## src/rtl/pcm_frame_packer.sv

```systemverilog
// pcm_frame_packer: captures a parallel frame of NCH PCM samples on a strobe,
// holds up to two frames in ping-pong banks and streams them out one channel
// per word over a valid/ready interface.
module pcm_frame_packer #(
  parameter int NCH = 20,
  parameter int W   = 16,
  parameter int CW  = $clog2(NCH)
) (
  input  logic             CLKDIV,
  input  logic             RST,
  input  logic             in_valid,
  input  logic [NCH*W-1:0] in_data,
  output logic             out_valid,
  input  logic             out_ready,
  output logic [W-1:0]     out_data,
  output logic [CW-1:0]    out_chan,
  output logic             out_sof,
  output logic             out_eof,
  output logic             overflow,
  input  logic             clear_ovf,
  output logic [15:0]      frame_cnt,
  output logic [7:0]       drop_cnt
);

  typedef enum logic {IDLE = 1'b0, SEND = 1'b1} state_t;

  localparam logic [CW-1:0] LAST_CHAN = CW'(NCH - 1);

  state_t             state_r;
  logic [NCH*W-1:0]   bank_r [0:1];
  logic               wr_ptr_r;
  logic               rd_ptr_r;
  logic [1:0]         count_r;
  logic [CW-1:0]      chan_r;
  logic               out_valid_r;
  logic [W-1:0]       out_data_r;
  logic               out_sof_r;
  logic               out_eof_r;
  logic               overflow_r;
  logic [15:0]        frame_cnt_r;
  logic [7:0]         drop_cnt_r;

  logic               xfer_s;
  logic               rd_last_s;
  logic               wr_s;
  logic               drop_s;
  logic [1:0]         count_next_s;
  logic [CW-1:0]      nxt_chan_s;
  logic [W-1:0]       nxt_word_s;
  logic [NCH*W-1:0]   nxt_frame_s;

  // Select one channel word out of a flattened frame.
  function automatic logic [W-1:0] frame_word(input logic [NCH*W-1:0] frame,
                                              input logic [CW-1:0] idx);
    frame_word = frame[idx*W +: W];
  endfunction

  // Handshake, capture/drop decisions and next-word selection.
  always_comb begin
    xfer_s       = out_valid_r && out_ready;
    rd_last_s    = xfer_s && out_eof_r;
    wr_s         = in_valid && ((count_r < 2'd2) || rd_last_s);
    drop_s       = in_valid && !wr_s;
    count_next_s = count_r + {1'b0, wr_s} - {1'b0, rd_last_s};
    nxt_chan_s   = chan_r + CW'(1);
    nxt_word_s   = frame_word(bank_r[rd_ptr_r], nxt_chan_s);
    // With only one frame buffered, the follow-on frame is the one being
    // captured on this very edge, so it is taken straight from the input.
    if ((count_r == 2'd1) && wr_s) begin
      nxt_frame_s = in_data;
    end else begin
      nxt_frame_s = bank_r[~rd_ptr_r];
    end
  end

  // Frame bank storage; contents need no reset.
  always_ff @(posedge CLKDIV) begin
    if (wr_s) begin
      bank_r[wr_ptr_r] <= in_data;
    end
  end

  // Readout FSM with pointers, occupancy, counters and registered outputs.
  always_ff @(posedge CLKDIV or posedge RST) begin
    if (RST) begin
      state_r     <= IDLE;
      wr_ptr_r    <= 1'b0;
      rd_ptr_r    <= 1'b0;
      count_r     <= 2'd0;
      chan_r      <= {CW{1'b0}};
      out_valid_r <= 1'b0;
      out_data_r  <= {W{1'b0}};
      out_sof_r   <= 1'b0;
      out_eof_r   <= 1'b0;
      overflow_r  <= 1'b0;
      frame_cnt_r <= 16'd0;
      drop_cnt_r  <= 8'd0;
    end else begin
      count_r <= count_next_s;
      if (wr_s) begin
        wr_ptr_r    <= ~wr_ptr_r;
        frame_cnt_r <= frame_cnt_r + 16'd1;
      end
      if (clear_ovf) begin
        overflow_r <= drop_s;
        drop_cnt_r <= drop_s ? 8'd1 : 8'd0;
      end else if (drop_s) begin
        overflow_r <= 1'b1;
        if (drop_cnt_r != 8'd255) begin
          drop_cnt_r <= drop_cnt_r + 8'd1;
        end
      end
      case (state_r)
        IDLE: begin
          if (wr_s) begin
            state_r     <= SEND;
            out_valid_r <= 1'b1;
            chan_r      <= {CW{1'b0}};
            out_data_r  <= in_data[W-1:0];
            out_sof_r   <= 1'b1;
            out_eof_r   <= 1'b0;
          end
        end
        SEND: begin
          if (xfer_s) begin
            if (out_eof_r) begin
              rd_ptr_r <= ~rd_ptr_r;
              chan_r   <= {CW{1'b0}};
              if (count_next_s != 2'd0) begin
                out_data_r <= nxt_frame_s[W-1:0];
                out_sof_r  <= 1'b1;
                out_eof_r  <= 1'b0;
              end else begin
                state_r     <= IDLE;
                out_valid_r <= 1'b0;
                out_sof_r   <= 1'b0;
                out_eof_r   <= 1'b0;
              end
            end else begin
              chan_r     <= nxt_chan_s;
              out_data_r <= nxt_word_s;
              out_sof_r  <= 1'b0;
              out_eof_r  <= (nxt_chan_s == LAST_CHAN);
            end
          end
        end
        default: begin
          state_r     <= IDLE;
          out_valid_r <= 1'b0;
          out_sof_r   <= 1'b0;
          out_eof_r   <= 1'b0;
        end
      endcase
    end
  end

  assign out_valid = out_valid_r;
  assign out_data  = out_data_r;
  assign out_chan  = chan_r;
  assign out_sof   = out_sof_r;
  assign out_eof   = out_eof_r;
  assign overflow  = overflow_r;
  assign frame_cnt = frame_cnt_r;
  assign drop_cnt  = drop_cnt_r;

endmodule

```

## config.mk

```make
export PLATFORM = sky130hd
export DESIGN_NAME = pcm_frame_packer
export DESIGN_NICKNAME = d
export VERILOG_FILES = /design/src/rtl/pcm_frame_packer.sv
export SDC_FILE = /design/constraint.sdc
export NUM_CORES = 1
export LEC_CHECK = 0
export BUFFER_PORTS_ARGS = -buffer_cell sky130_fd_sc_hd__buf_2
export CORE_UTILIZATION = 55
export DETAILED_ROUTE_END_ITERATION = 12
export GPL_TIMING_DRIVEN = 0
export MAX_ROUTING_LAYER = met4
export PLACE_DENSITY = 0.76
export SLEW_MARGIN = 10
export SYNTH_ARGS = -nofsm -noshare
export SYNTH_HDL_FRONTEND = slang
export SYNTH_SLANG_ARGS = --single-unit
```

## constraint.sdc

```tcl
create_clock -name CLKDIV -period 36.4 [get_ports CLKDIV]
set_clock_uncertainty 0.15 [all_clocks]
set_input_delay 7.28 -clock CLKDIV [delete_from_list [all_inputs] [get_ports CLKDIV]]
set_output_delay 7.28 -clock CLKDIV [all_outputs]
set_load 0.1 [all_outputs]
```

# Yosys cells after proc, flatten, opt, wreduce, memory -nomap -nowiden

Memory sizes are Yosys's and may differ from the RTL's.
Index checks and enable logic that the tools add are counted.

Word-level logic and storage cells: 80
Memory bits (writable): 640
Memories: 1
Register bits: 54

$add $sub $neg: 5
Multiplexer cells: 34
Bitwise gates (word level): 3
Reductions and logical operators: 15
Equal/unequal tests: 8
Order comparisons: 1
Shift operators: 1

Memories:

| memory | words | width | read ports | clocked after Yosys merged registers in | write ports | line | text |
|---|---|---|---|---|---|---|---|
| bank_r | 2     | 320   | 2          | 0                                       | 1           | 30   | `logic [NCH*W-1:0] bank_r [0:1];` |

Operator list:

| kind                    | count |
|---|---|
| $shiftx A320 B10 Y16    | 1 |
| $mux W16                | 5 |
| $pmux W16 S2            | 1 |
| $mux W8                 | 3 |
| $mux W1                 | 17 |
| $add A16 B1 Y16 const B | 1 |
| $mux W5                 | 3 |
| $pmux W5 S2             | 1 |
| $add A8 B1 Y8 const B   | 1 |
| $ne A8 B8 Y1 const B    | 1 |
| $pmux W1 S2             | 4 |
| $reduce_and A3 Y1       | 2 |
| $reduce_bool A2 Y1      | 3 |
| $add A5 B1 Y5 const B   | 1 |
| $eq A5 B5 Y1 const B    | 1 |
| $logic_and A1 B1 Y1     | 5 |
| $ne A2 B1 Y1 const B    | 2 |
| $ne A2 B2 Y1 const B    | 2 |
| $reduce_and A2 Y1       | 2 |
| $reduce_and A4 Y1       | 1 |
| $ne A3 B2 Y1 const B    | 1 |
| $not A1 Y1              | 3 |
| $add A2 B1 Y2           | 1 |
| $eq A2 B1 Y1 const B    | 1 |
| 4 further kinds         | 4 |

# Depth between registers and ports, before layout

Word-level depth: 11
Gate-level depth with buffers: 13
Depth with buffers taken out: 12

# Least setup slack after synthesis

No wires, ideal clock.

Kind: input -> register
From: input out_ready
To: memory bank_r[0][0] (netlist name) (enable)
Arrival time: 21.174 ns
Path buffers: 0
Setup slack: 14.068 ns
Stages: 4
Cell sequence: nand3_1 > a21boi_2 > inv_1 > nor2_1

Longest elaborated chain between the ends: 6

Ends and longest elaborated chain:

| item                          | line | text |
|---|---|---|
| start, declared               | 14   | `input logic out_ready,` |
| $logic_and A1 B1 Y1           | 60   | `xfer_s = out_valid_r && out_ready;` |
| $logic_and A1 B1 Y1           | 61   | `rd_last_s = xfer_s && out_eof_r;` |
| $logic_or A1 B1 Y1            | 62   | `wr_s = in_valid && ((count_r < 2'd2) \|\| rd_last_s);` |
| $logic_and A1 B1 Y1           | 62   |  |
| $mux W1                       | 78   | `if (wr_s) begin` |
| $mux W1 (implied by the code) | 79   | `bank_r[wr_ptr_r] <= in_data;` |
| end, declared                 | 30   |  |

Every way passes these cells.

# Worst setup path in the final report

From: input out_ready
To: register out_data_r[12], in the netlist out_data[12]

RTL lines:

| item                          | line | text |
|---|---|---|
| $logic_and A1 B1 Y1 *         | 60   |  |
| $logic_and A1 B1 Y1 *         | 61   |  |
| $logic_or A1 B1 Y1            | 62   |  |
| $logic_and A1 B1 Y1           | 62   |  |
| $add A2 B1 Y2                 | 64   | `count_next_s = count_r + {1'b0, wr_s} - {1'b0, rd_last_s};` |
| $sub A2 B1 Y2 *               | 64   |  |
| named net count_next_s[1]     | 47   | `logic [1:0] count_next_s;` |
| $reduce_bool A2 Y1 *          | 129  | `if (count_next_s != 2'd0) begin` |
| $ne A3 B2 Y1 (no line) *      | -    |  |
| $reduce_and A3 Y1 (no line) * | -    |  |
| end signal, assigned          | 92   | `out_data_r <= {W{1'b0}};` |
| end signal, assigned          | 130  | `out_data_r <= nxt_frame_s[W-1:0];` |
| end signal, assigned          | 141  | `out_data_r <= nxt_word_s;` |
| end, declared                 | 36   | `logic [W-1:0] out_data_r;` |

Mark *: on every way through the listed nets, which the timed path passes. The rest lies on a longest branch. The select of a mux whose other input is x is not followed.
A chain may end at the register's enable or synchronous reset.

==> results.md <==
- Status: finished clean
- Final worst setup slack: 26.53 ns
- Yosys top cell area share: 69.9%
- Leak Pwr: around 12 nW
- Total of max-cap violations: 0
- EDFF count, synth: 640
- Most common library cells after synthesis: edfxtp_1, mux4_2, mux2i_1
- RSZ-0062 raised after global routing: false
- Via-to-Cell Ratio: approximately 5.9
- GP Congestion: 0.890
- CTS tree: yes
- Ranking of synthesized cells by area: edfxtp_1, mux4_2, dfrtp_1, mux2i_1, mux4_1
- Wire length per cell after detailed routing: 27.1 um
- Fmax: 101 MHz
- Final worst path period share: between 20% and 30%
- FF+latch count, synth: slightly below 700
- Fillers: around 3200
- Layout area overhead: 20.3%
- Placed insts: 2393
- First-pass GRT wire length: roughly 100 mm
- Ports: 374
- Fin. Hold Viols: 0
- Final layout net count: 2134
- Fin area: between 30000 and 40000 um^2
- CP required: about 37 ns
- Worst reg2reg startpoint: out_chan[0]$_DFFE_PP0P_
- DR pass1 iterations: 5
- Area after DPL: 30700 um^2
- Vias in the first global route: 15467
- Worst Path Arrival: 10.20 ns
- Max VDD drop: 0.0000501 V
- Initial Util: 55.9%
- Count leader, synth: edfxtp_1
- Fin crit period: 9.87 ns
- CTS Hold Bufs: 0
- Kind of critical path: in -> reg
- Clock Latency Late Sink: just over 0.6 ns
- Final TNS setup: 0 ns
- Area leader, netlist: edfxtp_1
- Count of final setup violators: 0
- Cell at the root of the clock tree: clkbuf_16
- Clock tree buffer depth: 3
- Mapped cell area: 27500 um^2
- Crit end category: register
- Share of layout cells above drive strength 1: 38.0%
- WL final: 69.1 mm
- Worst slew margin: 19.5%
- Vias post-DR: 15121
- Tot GR Track Use: roughly 29%
- Slew Limit Fails: 0
- P per Cell Area: 88.7 nW/um^2
- Post-Place Setup Slack: 25.93 ns
- Post-Syn Instances: 1337
- Sink Count: 694
- Hold_sp: frame_cnt[15]$_DFFE_PP0P_
- Combined area of the multi-input logic cells: 6440 um^2
- Die area: 50900 um^2
- CP Max Fanout: 10
- Finished Layout Cells: 2548
- FF/Latch Area: 20600 um^2
- DRT antenna net count: 0
- Slew @ Worst Pin: between 1 and 1.5 ns
- Post-synthesis sequential area ratio: 74.8%
- Die H: about 230 um
- Largest net degree at the start of global routing: 62
- Post-Syn Nets: 1668
- Synth Area per Inst: 20.6 um^2
- Prevailing post-synth register cell: edfxtp_1
- Hold/Removal Path Class: reg -> reg
- Core area: approximately 50000 um^2
- Cell variety after synth: 63
- CP startpoint: out_ready
- Ys Warns: 0
- Post-cts resize count: 0
- Die Wd: 226 um
- Grt total ovfl: 0
- Iteration-0 DRC Markers: roughly 1700
- Number of buffers added on ports: 372
- Drt drc: 0
- Clock-pin slew on the worst setup and hold paths: approximately 0.06 ns
- Post-DP HPWL: between 40 and 50 mm
- Initial antenna violation count: 25
- # rows: slightly above 80
- CTS H-tree lvls: 3
- CTS buffer count: 72
- Crit start category: input pin
- Post-CTS Setup Inserts: 0
- Async set-reset flop share out of synthesis: about 7.8%
through the flow:
stage | utilization (%) | hold slack [ns] | power (mW)
floorplan | - | 0.306 | 1.90
global placement | 61.4 | 0.309 | 2.27
detailed placement | 62.4 | 0.317 | 2.21
CTS | 67.2 | 0.324 | 2.95
global route | 67.3 | 0.356 | 3.04
finish | 67.3 | 0.322 | 2.93
path summary, 6_finish.rpt:
path                                                  end  slack (ns)  cells after the start
worst max register to register    out_data[0]$_DFFE_PP0P_       31.70                     12
worst max-delay path             out_data[12]$_DFFE_PP0P_       26.53                     14
worst min-delay path            frame_cnt[15]$_DFFE_PP0P_        0.32                      1
min in group asynchronous         out_data[4]$_DFFE_PP0P_        6.55                      2
worst min register to register  frame_cnt[15]$_DFFE_PP0P_        0.32                      1
max in group asynchronous            count_r[1]$_DFF_PP0_       28.97                      3
logic make-up (layout without fill, tap and decap cells):
| kind of cell | Yosys count | after routing | share of synthesized area [%] |
|---|---|---|---|
| buffers and inverters | 79 | 601 | 1.80 |
| xor gates and xnor gates | 29 | 29 | 1.01 |
| and+or+nand+nor | 152 | 152 | 2.61 |
| muxes | 235 | 235 | 16.0 |
| DFF | 694 | 694 | 74.8 |
| AOI/OAI and AO/OA | 142 | 142 | 3.45 |
| adders and majority gates | 6 | 6 | 0.273 |
| other | 0 | 25 | 0 |
power breakdown:
group | total [mW] | internal, mW | switching [mW]
clock | 0.734 | 0.435 | 0.298
sequential | 1.10 | 1.05 | 0.0472
combinational | 1.10 | 0.410 | 0.694
total | 2.93 | 1.89 | 1.04
worst max-delay path, cell delays in order:
cell	delay [ns]
buf_2	0.13
nand3_1	0.15
a21boi_2	0.44
inv_1	0.18
ha_1	0.32
inv_1	0.04
ha_1	0.17
xor3_1	0.24
nor2_1	0.07
a31oi_1	0.36
buf_2	0.40
o211ai_1	0.20
o22ai_1	0.17
a21oi_1	0.06
routing by layer:
metal	track usage [%]	wire, um	share of wire [%]
met4	8.80	1530	2.2
met3	7.64	6010	8.7
met5	-	0	0
met1	37.4	27300	39
met2	44.6	34300	50
layout by cell type, fill, tap and decap left out, types with 4 or more instances in the layout:
cell type / count
nand4_1: 9
xor2_1: 7
mux4_2: 148
bufinv_16: 7
a22oi_1: 14
a31oi_1: 9
o211ai_1: 10
o21ai_1: 7
diode_2: 25
o221ai_1: 7
nor2b_1: 4
mux4_1: 12
o22ai_1: 15
o21ai_0: 22
xnor2_1: 20
clkinv_2: 10
ha_1: 6
nand2_1: 40
clkbuf_1: 31
a21oi_1: 24
nor3_1: 8
mux2i_1: 66
nand3_1: 21
mux2_2: 9
buf_12: 13
inv_1: 12
dfrtp_1: 54
clkbuf_16: 76
buf_6: 7
and2_1: 10
buf_2: 387
nor2_1: 42
buf_4: 22
buf_16: 9
a2111oi_0: 6
edfxtp_1: 640
clkinv_1: 13
state kept, by name (all words and copies together), names as in the netlist, 2 cells and up:
name / flops
out_chan: 5
count_r: 2
drop_cnt: 8
frame_cnt: 16
bank_r: 640
out_data: 16
final cells by class:
type                       count  area share [%]
sequential                   694            62.2
tap                          664            2.51
clock inverter                35            1.08
multi-input combinational    564            19.5
clock buffer                  95            6.03
timing repair buffer         392            7.04
buffer                        64            1.32
inverter                      15           0.170
antenna                       25           0.189
Note: power is estimated with default switching activity, not from simulation.
